`src/rtl/audio_pkg.sv`:
```
// audio_pkg: shared stream state encoding and left-justified word format rule.
package audio_pkg;
  typedef enum logic [1:0] {ST_IDLE = 2'd0, ST_FILL = 2'd1, ST_RUN = 2'd2} state_e;
  // Zero fill below the sample in a {sign pad, sample, zeros} output word.
  function automatic int fmt_pad_w(input int in_w, input int out_w);
    return out_w - in_w - 1;
  endfunction
endpackage

```
`src/rtl/sample_fifo.sv`:
```
// sample_fifo: register FIFO with flush and occupancy count; head is read straight from storage.
module sample_fifo #(
  parameter int DEPTH = 16,
  parameter int W     = 12,
  localparam int AW   = $clog2(DEPTH),
  localparam int LW   = $clog2(DEPTH) + 1
) (
  input  logic          clk_i,
  input  logic          rst_ni,
  input  logic          flush_i,
  input  logic          push_i,
  input  logic          pop_i,
  input  logic [W-1:0]  din_i,
  output logic [W-1:0]  dout_o,
  output logic          full_o,
  output logic          empty_o,
  output logic [LW-1:0] level_o
);
  logic [W-1:0]  mem_q [DEPTH];
  logic [AW-1:0] wr_q, rd_q;
  logic [LW-1:0] lvl_q, lvl_d;
  logic          push_ok, pop_ok;
  assign empty_o = lvl_q == '0;
  assign full_o  = lvl_q == LW'(DEPTH);
  assign pop_ok  = pop_i && !empty_o;
  // A full FIFO still accepts a write when the head leaves in the same cycle.
  assign push_ok = push_i && (!full_o || pop_ok);
  assign lvl_d   = lvl_q + LW'(push_ok) - LW'(pop_ok);
  assign dout_o  = mem_q[rd_q];
  assign level_o = lvl_q;
  always_ff @(posedge clk_i or negedge rst_ni) begin
    if (!rst_ni) begin
      wr_q  <= '0;
      rd_q  <= '0;
      lvl_q <= '0;
    end else if (flush_i) begin
      wr_q  <= '0;
      rd_q  <= '0;
      lvl_q <= '0;
    end else begin
      wr_q  <= push_ok ? wr_q + 1'b1 : wr_q;
      rd_q  <= pop_ok ? rd_q + 1'b1 : rd_q;
      lvl_q <= lvl_d;
    end
  end
  always_ff @(posedge clk_i) begin
    if (push_ok && !flush_i) mem_q[wr_q] <= din_i;
  end
endmodule

```
`src/rtl/audio_stream_ctrl.sv`:
```
// audio_stream_ctrl: buffers mic samples and feeds I2S frames with prefill,
// underrun/overflow recovery and mute.
module audio_stream_ctrl
  import audio_pkg::*;
#(
  parameter int DEPTH   = 16,
  parameter int PREFILL = 8,
  parameter int IN_W    = 12,
  parameter int OUT_W   = 24,
  localparam int LW     = $clog2(DEPTH) + 1
) (
  input  logic             clk_i,
  input  logic             rst_ni,
  input  logic             enable_i,
  input  logic             mute_i,
  input  logic [IN_W-1:0]  in_data_i,
  input  logic             in_wr_i,
  input  logic             out_rd_i,
  input  logic             clr_flags_i,
  output logic [OUT_W-1:0] out_l_o,
  output logic [OUT_W-1:0] out_r_o,
  output logic [1:0]       state_o,
  output logic [LW-1:0]    level_o,
  output logic             underrun_o,
  output logic             overflow_o
);
  localparam int PAD = fmt_pad_w(IN_W, OUT_W);
  state_e           state_q, state_d;
  logic [OUT_W-1:0] out_q, out_d;
  logic             urun_q, urun_d, ovf_q, ovf_d;
  logic             active, push, pop, under_ev, over_ev, full, empty;
  logic [IN_W-1:0]  head;
  logic [LW-1:0]    level, fill_lvl;
  assign active   = enable_i && state_q != ST_IDLE;
  assign push     = active && in_wr_i;
  assign pop      = active && state_q == ST_RUN && out_rd_i && !empty;
  assign under_ev = active && state_q == ST_RUN && out_rd_i && empty;
  assign over_ev  = push && full && !pop;
  assign fill_lvl = level + LW'(push && !full);
  sample_fifo #(.DEPTH(DEPTH), .W(IN_W)) u_fifo (
    .clk_i   (clk_i),
    .rst_ni  (rst_ni),
    .flush_i (!active),
    .push_i  (push),
    .pop_i   (pop),
    .din_i   (in_data_i),
    .dout_o  (head),
    .full_o  (full),
    .empty_o (empty),
    .level_o (level)
  );
  always_ff @(posedge clk_i or negedge rst_ni) begin
    if (!rst_ni) state_q <= ST_IDLE;
    else         state_q <= state_d;
  end
  always_comb begin
    state_d = !enable_i ? ST_IDLE :
              state_q == ST_IDLE ? ST_FILL :
              state_q == ST_FILL ? (fill_lvl >= LW'(PREFILL) ? ST_RUN : ST_FILL) :
              under_ev ? ST_FILL : ST_RUN;
  end
  // Underrun and non-pop cycles keep the last word so the I2S frame stays stable.
  always_comb begin
    out_d  = (!active || mute_i) ? '0 : pop ? {1'b0, head, {PAD{1'b0}}} : out_q;
    urun_d = clr_flags_i ? 1'b0 : urun_q | under_ev;
    ovf_d  = clr_flags_i ? 1'b0 : ovf_q | over_ev;
  end
  always_ff @(posedge clk_i or negedge rst_ni) begin
    if (!rst_ni) begin
      out_q  <= '0;
      urun_q <= 1'b0;
      ovf_q  <= 1'b0;
    end else begin
      out_q  <= out_d;
      urun_q <= urun_d;
      ovf_q  <= ovf_d;
    end
  end
  assign out_l_o    = out_q;
  assign out_r_o    = out_q;
  assign state_o    = state_q;
  assign level_o    = level;
  assign underrun_o = urun_q;
  assign overflow_o = ovf_q;
endmodule

```
`config.mk`:
```
export PLATFORM = sky130hd
export DESIGN_NAME = audio_stream_ctrl
export DESIGN_NICKNAME = d
export VERILOG_FILES = /design/src/rtl/audio_pkg.sv /design/src/rtl/sample_fifo.sv /design/src/rtl/audio_stream_ctrl.sv
export SDC_FILE = /design/constraint.sdc
export NUM_CORES = 1
export LEC_CHECK = 0
export BUFFER_PORTS_ARGS = -buffer_cell sky130_fd_sc_hd__buf_2
export CORE_ASPECT_RATIO = 1.4
export CORE_MARGIN = 2
export CORE_UTILIZATION = 59
export DETAILED_ROUTE_END_ITERATION = 10
export GPL_TIMING_DRIVEN = 0
export PLACE_DENSITY = 0.76
export SYNTH_ARGS = -nofsm -noshare
export SYNTH_HDL_FRONTEND = slang
export SYNTH_SLANG_ARGS = --single-unit
```
`constraint.sdc`:
```
create_clock -name clk_i -period 3.5 [get_ports clk_i]
set_input_delay 0.175 -clock clk_i [delete_from_list [all_inputs] [get_ports clk_i]]
set_output_delay 0.175 -clock clk_i [all_outputs]
set_load 0.01 [all_outputs]
```
# After elaboration in Yosys (flattened, before gate mapping)
# Memories as Yosys holds them, arrays and structs flattened.
# Index checks and enable logic that the tools add are counted.
[word_totals]
regBits = 41
mem_bits_rw = 192
inputBits = 19
out_inout_bits = 57
mem_count = 1
[mem_list]
columns = ["name", "depth", "word_bits", "rd", "rd_clocked_by_memory_dff", "write_ports", "line_no", "rtl"]
rows = [
  ["u_fifo.mem_q", 16, 12, 1, 0, 1, "sample_fifo.sv:19", "logic [W-1:0] mem_q [DEPTH];"],
]
[op_classes]
n_addsub = 5
n_lt_le_gt_ge = 1
eq_ne = 5
n_mux = 16
n_bitwise = 2
n_reduce_logical = 22
[op_table]
columns = ["op", "count"]
rows = [
  ["24-bit two-way mux", 2],
  ["4-bit two-way mux", 4],
  ["1-bit logical AND", 12],
  ["5-bit by 1-bit adder with 5-bit output", 2],
  ["2-bit two-way mux", 5],
  ["4-bit by 1-bit adder with 4-bit output, second input constant", 2],
  ["5-bit equality test, second input constant", 1],
  ["5-bit by 4-bit greater-or-equal comparator with 1-bit output, second input constant", 1],
  ["5-bit logical NOT", 1],
  ["5-bit two-way mux", 1],
  ["5-bit by 1-bit subtractor with 5-bit output", 1],
  ["1-bit logical NOT", 4],
  ["1-bit two-way mux", 4],
  ["2-bit by 1-bit inequality test with 1-bit output, second input constant", 2],
  ["2-bit nonzero test", 2],
  ["2-bit by 1-bit equality test with 1-bit output, second input constant", 1],
  ["2-bit equality test, second input constant", 1],
  ["2-bit logical NOT", 1],
  ["1-bit logical OR", 2],
  ["1-bit bitwise OR", 2],
]

# Longest topological paths before layout
# Gate-level depths: netlist of run 1.
[depth]
depth_word = 11
depth_mapped = 15

# Hierarchy
# From an unflattened synthesis of run 1, not the netlist that was laid out.
[hier_totals]
cells_unflattened = 546
hier_area_um2 = 9291.4
[modules_own_cells]
columns = ["module", "instances", "cells_per_inst", "area_per_inst_um2", "seq_area_each_um2"]
rows = [
  ["sample_fifo", 1, 450, 8281.7, 6090.8],
  ["audio_stream_ctrl", 1, 96, 1009.7, 400.4],
]

# Worst setup path before layout of run 1
# Ideal clock, no wire load.
[synth_path]
path_type = "reg2reg"
from = "reg u_fifo.lvl_q[3] (netlist: u_fifo.level_o[3])"
to = "reg u_fifo.lvl_q[4] (netlist: u_fifo.level_o[4])"
arrival_time_ps = 2944
setup_slack_ps = 422
path_stages_with_launch = 16
path_buffers = 2
synth_period_minus_slack_ps = 3078
cell_sequence = "dfrtp_1 inv_1 ha_1 or4b_1 buf_2 and2_4 buf_6 ha_1 inv_1 ha_1 inv_1 fa_1 nand2b_1 a21oi_1 o21ai_0 nor3b_1"
[synth_between]
elab_chain_cells = 9
word_cells_on_any_way = 11
classes_between = "2 x add/sub; 1 x eq/ne; 1 x mux; 7 x reduce/logical"
[synth_lines]
columns = ["item", "line_no", "rtl"]
rows = [
  ["start: declaration", "sample_fifo.sv:21", "logic [LW-1:0] lvl_q, lvl_d;"],
  ["start signal: assignment", "sample_fifo.sv:43", "lvl_q <= lvl_d;"],
  ["5-bit logical NOT", "sample_fifo.sv:23", "assign empty_o = lvl_q == '0;"],
  ["1-bit logical NOT", "sample_fifo.sv:25, audio_stream_ctrl.sv:36", ""],
  ["1-bit logical AND", "audio_stream_ctrl.sv:36", "assign pop = active && state_q == ST_RUN && out_rd_i && !empty;"],
  ["1-bit logical AND", "sample_fifo.sv:25", "assign pop_ok = pop_i && !empty_o;"],
  ["1-bit logical OR", "sample_fifo.sv:27", "assign push_ok = push_i && (!full_o || pop_ok);"],
  ["1-bit logical AND", "sample_fifo.sv:27", ""],
  ["5-bit by 1-bit adder with 5-bit output", "sample_fifo.sv:28", "assign lvl_d = lvl_q + LW'(push_ok) - LW'(pop_ok);"],
  ["5-bit by 1-bit subtractor with 5-bit output *", "sample_fifo.sv:28", ""],
  ["5-bit two-way mux *", "sample_fifo.sv:36", "end else if (flush_i) begin"],
]
# Mark *: on every way between the ends. The rest lies on a longest branch, timed or not.
# A chain may end at the register's enable or synchronous reset.

# Final worst setup path of run 1
# Same ends and word-level chain as after synthesis.

==> results.md, run 1 <==
* Peak Freq at 303 MHz
* Crit Path Max Fanout at 6
* Async SR Flop Fraction at 13.1%
* Share of the synthesized area in the top cell type at 62.3%
* TritonCTS clock tree: yes
* Initial antenna violation count at 0
* Sw power at 1.01 mW
* Crit end category: flop
* Crit path time final at 3310 ps
* Starting DRC count in detailed routing at 314
* Num CTS Buffers at 21
* Gr usage total at 23.5%
* RR Startpoint: u_fifo.level_o[3]
* Pwr Density at 487 mW/mm²
* Pre-CTS setup slack at 192 ps
* Mapped Avg Cell Area at 18.9 µm²
* I/O Pins at 76
* Ys flop type: edfxtp_1
* Library cells used by synthesis at 49
* Final #Nets at 625
* Rel. slew slack at 39.0%
* Fraction of layout cells with a size suffix above 1 at 32.4%
* Vert. Die Dim at 152 µm
* Total Power at 5.13 mW
* Yosys top cell by area: edfxtp_1
* Synth warn at 0
* CTS H-tree depth at 1
* Setup CP Type: flop to flop
* Setup ws final at 194 ps
* DR vias at 4,654
* Cell Count, Final, Fillers Out at 801
* RePlAce Congestion at 0.780
* Max-Cap Viols at 0
* N_diodes at 0
* Worst slew pin tran at 915 ps
* Switch share at 19.7%
* Pint at 4.12 mW
* Clock Power Share at 41.4%
* Die Area at 0.0167 mm²
* Synth top area cells: edfxtp_1 (62%), mux4_2 (12%), dfrtp_1 (7.8%), buf_4 (3.2%), mux2i_1 (2.9%)
* Sequential fraction of design power at 56.1%
* Post-DRT Antenna Nets at 0
* LEAKAGE at 3.81 nW
* Status: complete, no violations
* Final core occ at 68.0%
* Sequential cell area fraction in the yosys report at 70.1%
* Starting Density at 59.8%
* Area delta synth->final at 13.7%
* First-pass DRT Iterations at 5
* Reg clk slew, reported paths at 60 ps
* Hold Fails Final Rpt at 0
* CP Launch Type: flop
* CTS max path bufs at 3
* Final Skew at 6.21 ps
* Path type of the worst min-delay path: primary input to flop
* Remaining Overflow, GRT at 0
* Row count at 54
* Die width at 110 µm
* Largest net degree at the start of global routing at 30
* Worst r2r dst: u_fifo.level_o[4]
* CTS sink count at 221
* Reg2reg path depth at 15
* Root Buffer: clkbuf_16
* Worst vdd ir at 0.411 mV
* Setup TNS at 0 ps
* Max Slew Vio Count at 0
* WP data required at 3860 ps
* DRC viols at 0
* Final setup fails at 0
* Flop-to-flop setup slack at 190 ps
* Synth Register Bits at 221
* CP arrival at 3670 ps
* RSZ-0062 raised after global routing: no
* Cell with the most instances after synthesis: edfxtp_1
* Cell depth of the worst hold path at 1
* Core area at 0.0155 mm²
* Placed insts at 759
* Synth Cell Area at 0.00926 mm²
* Combinational power share at 2.5%
* Port Buf Inserts at 51
* Post-synth EDFFs at 192
* Worst-Skew Late Latency at 500 ps
* Total wire length at 18.7 mm
* HPWL after detailed placement at 11.9 mm
* Synth Instances at 489
* Vias in the first global route at 4,880
* Via-to-Cell Ratio at 5.81
* Post-DR wirelength/cell at 23.3 µm
* Hold Crit Start: in_data_i[9]
* Hold Path End: u_fifo.mem_q[10][9]
* First-pass GRT wire length at 28.7 mm
* Crit share post-route at 94.4%
* Top cells by count, synth: edfxtp_1 (192), mux4_2 (48), buf_4 (40)
* Fill count at 1,014
==> metal layers <==
metal | global-route usage [%] | share of wire, % | vias to the layer above
met3 | 3.29 | 4.9 | 26
met1 | 30.4 | 38 | 2422
li1 | - | - | 2064
met4 | 6.39 | 2.0 | 0
met2 | 41.3 | 55 | 142
met5 | 0 | 0 | -
==> critical path, stage by stage (launching register included) <==
cell and delay [ps]:
dfrtp_2 440, inv_1 100, ha_2 210, or4b_1 440, buf_2 190, and2_4 170
buf_6 130, ha_1 260, inv_1 60, ha_1 160, inv_1 50, fa_1 390
nand2b_1 160, a21oi_1 180, o21ai_0 90, nor3b_1 140
==> layout by cell type, fill, tap and decap left out, types with 2 or more instances in the layout <==
master / count
a21boi_0: 2
a21oi_1: 3
a2bb2oi_1: 11
and2_1: 10
and3_1: 6
and3b_1: 2
and4_1: 4
buf_2: 57
buf_4: 40
buf_6: 2
clkbuf_1: 15
clkbuf_16: 21
clkinv_1: 4
clkinv_2: 5
conb_1: 24
dfrtp_1: 28
dlygate4sd3_1: 4
edfxtp_1: 192
ha_1: 14
inv_1: 11
mux2i_1: 27
mux4_2: 48
nand2_1: 5
nand3_1: 2
nor2_1: 15
nor3_1: 2
nor3b_1: 2
o21ai_0: 5
o21ai_2: 10
xnor2_1: 4
xor2_1: 3
==> area by class of cell <==
type	count	area, µm²	area share, %
sequential	221	6490	61.7
multi-input combinational	219	2390	22.8
clock buffer	27	558	5.30
buffer	60	414	3.94
timing repair buffer	55	295	2.81
tap	196	245	2.33
clock inverter	11	78.8	0.749
inverter	12	45.0	0.428
==> registers in the layout, summed over array words and instances, names as in the netlist <==
register,cells
overflow_o,1
u_fifo.level_o,5
state_o,2
out_l_o,12
u_fifo.wr_q,4
underrun_o,1
u_fifo.rd_q,4
u_fifo.mem_q,192
==> worst max path at each step <==
stage	start	end	slack, ps	cells past startpoint
after floorplan	u_fifo.level_o[3]	u_fifo.level_o[4]	420	15
after global placement	u_fifo.level_o[3]	u_fifo.level_o[4]	260	15
after CTS	u_fifo.level_o[3]	u_fifo.level_o[4]	180	15
after detailed placement	u_fifo.level_o[3]	u_fifo.level_o[4]	190	15
final	u_fifo.level_o[3]	u_fifo.level_o[4]	190	15
after global routing	u_fifo.level_o[3]	u_fifo.level_o[4]	3	15
==> power groups by stage <==
stage	Combinational (mW)	Clock, mW	Sequential, mW
3_3_place_gp	0.115	0	2.93
6_report	0.127	2.12	2.88
4_1_cts	0.127	2.16	2.88
5_1_grt	0.140	2.26	2.88
3_5_place_dp	0.123	0	2.93
2_1_floorplan	0.0611	0	2.93
==> repair_timing <==
action | CTS | global route
hold buffers | 4 | 0
buffers inserted | 0 | 0
endpoints found under the hold margin | 33 | 0
resized for setup | 0 | 2
endpoints found under the setup margin | 0 | 1
==> stage by stage <==
step,hold slack (ps),area [µm²]
2_1_floorplan,-121,9340
3_5_place_dp,270,9840
5_1_grt,64.2,10500
6_report,66.2,10500
4_1_cts,49.6,10500
3_3_place_gp,252,9840
==> kinds of logic after synthesis <==
family,count (synthesis),share of synthesized area (%)
other,1,0.0405
AOI/OAI and AO/OA,39,3.45
muxes,75,14.6
adders and majority gates,16,2.24
buffers and inverters,72,4.96
xor gates and xnor gates,7,0.662
DFF,221,70.1
and+or+nand+nor,58,3.92
Power figures use the tool's default switching activity.
==> inputs of run 2 (changes only) <==
PLACE_DENSITY = 0.79   (was 0.76)
==> run 2 against run 1 <==
  * Critical path depth unchanged
  * Sequential power about the same
  * Total power increased by 4.2%
  * Largest power group unchanged
  * Highest routed layer unchanged
==> results.md, run 2 (same netlist as run 1, synthesis figures left out) <==
* Root Buffer: clkbuf_16
* Fraction of layout cells with a size suffix above 1 at 33.4%
* Max-Cap Viols at 0
* HPWL after detailed placement at 11.8 mm
* Cell breakdown of the critical path: inv_1, ha_1, or4b_1, buf_2, and2_4, buf_6, ha_1, inv_1, ha_1, inv_1, fa_1, nand2b_1, a21oi_2, o21ai_0, nor3b_1
* Cell depth of the worst hold path at 1
* Status: complete, no violations
* Reg2reg path depth at 15
* Reg area at 0.00649 mm²
* Crit end category: flop
* Path type of the worst min-delay path: primary input to flop
* Crit path time final at 3280 ps
* CP Launch Type: flop
* TritonCTS clock tree: yes
* CTS sink count at 221
* Final setup fails at 0
* Vias in the first global route at 4,901
* Vert. Die Dim at 152 µm
* Hold Crit Start: in_data_i[10]
* CP max-delay cell: dfrtp_2
* Initial antenna violation count at 0
* Num CTS Buffers at 21
* Rel. slew slack at 37.3%
* RR Startpoint: u_fifo.level_o[2]
* DRC viols at 0
* Core area at 0.0155 mm²
* Total wire length at 19.0 mm
* Die width at 110 µm
* Worst r2r dst: u_fifo.level_o[4]
* RePlAce Congestion at 0.769
* Peak Freq at 305 MHz
* Setup TNS at 0 ps
* Final core occ at 68.5%
* Port Buf Inserts at 51
* Setup CP Type: flop to flop
* Post-DR wirelength/cell at 23.7 µm
* LEAKAGE at 3.85 nW
* Flop-to-flop setup slack at 220 ps
* Top reg by flops: u_fifo.mem_q
* Hold Fails Final Rpt at 0
* Worst slew pin tran at 940 ps
* CP arrival at 3630 ps
* Crit share post-route at 93.6%
* Post-DRT Antenna Nets at 0
* First-pass GRT wire length at 28.7 mm
* Remaining Overflow, GRT at 0
* Worst vdd ir at 0.509 mV
* Max reg flops at 192
* Largest net degree at the start of global routing at 30
* Crit Path Max Fanout at 6
* CTS H-tree depth at 1
* Max Slew Vio Count at 0
* Reg clk slew, reported paths at 60 ps
* CTS max path bufs at 3
* Pwr Density at 504 mW/mm²
* Starting DRC count in detailed routing at 297
* Die Area at 0.0167 mm²
* WP data required at 3850 ps
* First-pass DRT Iterations at 7
* Final Skew at 21.9 ps
* Leading cell type in the layout, fill and taps excluded: edfxtp_1
* Gr usage total at 23.8%
* Worst-Skew Late Latency at 510 ps
* Critical Path Max Stage Delay at 440 ps
* Via-to-Cell Ratio at 5.94
* Multi-input gate area at 0.00240 mm²
* Final #Nets at 625
* Fill count at 995
* Row count at 54
* Commonest non-fill, non-tap cells in the layout: edfxtp_1 (192), buf_2 (57), mux4_2 (48), buf_4 (40)
* I/O Pins at 76
* N_diodes at 0
* DR vias at 4,754
* Hold Path End: u_fifo.mem_q[15][10]
* RSZ-0062 raised after global routing: no
* Area delta synth->final at 14.5%
* Starting Density at 59.8%
run 2: cell count changes in the layout (fill, tap and decap cells not counted):
cell,delta
clkinv_2,+3
ha_2,-1
ha_1,+1
clkinv_1,-4
clkbuf_1,-1
dfrtp_1,-1
dfrtp_2,+1
bufinv_16,+3
clkbuf_8,-1
a21oi_2,+1
a21oi_1,-1
run 2: report_power, final:
group	internal (mW)	switching, mW	leakage, nW
Sequential	2.87	0.00453	2.13
Clock	1.40	0.931	0.356
Combinational	0.0434	0.0842	1.37
run 2: layout make-up:
type / count / share of cell area [%]
buffer: 60 / 3.91
clock buffer: 25 / 5.10
clock inverter: 13 / 1.59
inverter: 12 / 0.425
multi-input combinational: 219 / 22.6
sequential: 221 / 61.3
tap: 196 / 2.31
timing repair buffer: 55 / 2.79
run 2: metal layers:
metal  wire length [µm]  GRT usage [%]
met5                  0              0
met4                488           8.14
met3               1100           3.17
met2              10600           42.1
met1               6810           29.8
run 2: through the flow:
step	power (mW)	instances	cell area [µm²]	setup WS (ps)	hold WS, ps
floorplan	2.99	512	9340	422	-121
global placement	3.05	759	9840	244	260
finish	5.34	801	10600	224	57.0
global route	5.47	801	10600	4.36	68.8
detailed placement	3.06	759	9840	198	277
CTS	5.35	801	10600	149	45.5
run 2: timing repair:
item | 4_1_cts | 5_1_grt
buffers inserted | 0 | 0
resized for setup | 0 | 3
hold buffers | 4 | 0
hold endpoints to repair | 33 | 0
endpoints found under the setup margin | 0 | 1
run 2: how the worst max path moves through the flow:
stage | to | startpoint | slack (ps) | cells after the start
after floorplan | u_fifo.level_o[4] | u_fifo.level_o[3] | 420 | 15
after global placement | u_fifo.level_o[4] | u_fifo.level_o[3] | 240 | 15
after detailed placement | u_fifo.level_o[4] | u_fifo.level_o[2] | 200 | 15
after CTS | u_fifo.level_o[4] | u_fifo.level_o[2] | 150 | 15
after global routing | u_fifo.level_o[4] | u_fifo.level_o[2] | 4 | 15
final | u_fifo.level_o[4] | u_fifo.level_o[2] | 220 | 15
run 2: worst max-delay path: cells and delay by family, from the launching register on:
| kind | cells | cell delay (ps) |
|---|---|---|
| adder cells (fa/ha/maj) | 4 | 1020 |
| AND/OR/NAND/NOR | 4 | 920 |
| buffers and inverters | 5 | 530 |
| flip-flops | 1 | 440 |
| AO/OA/AOI/OAI | 2 | 230 |
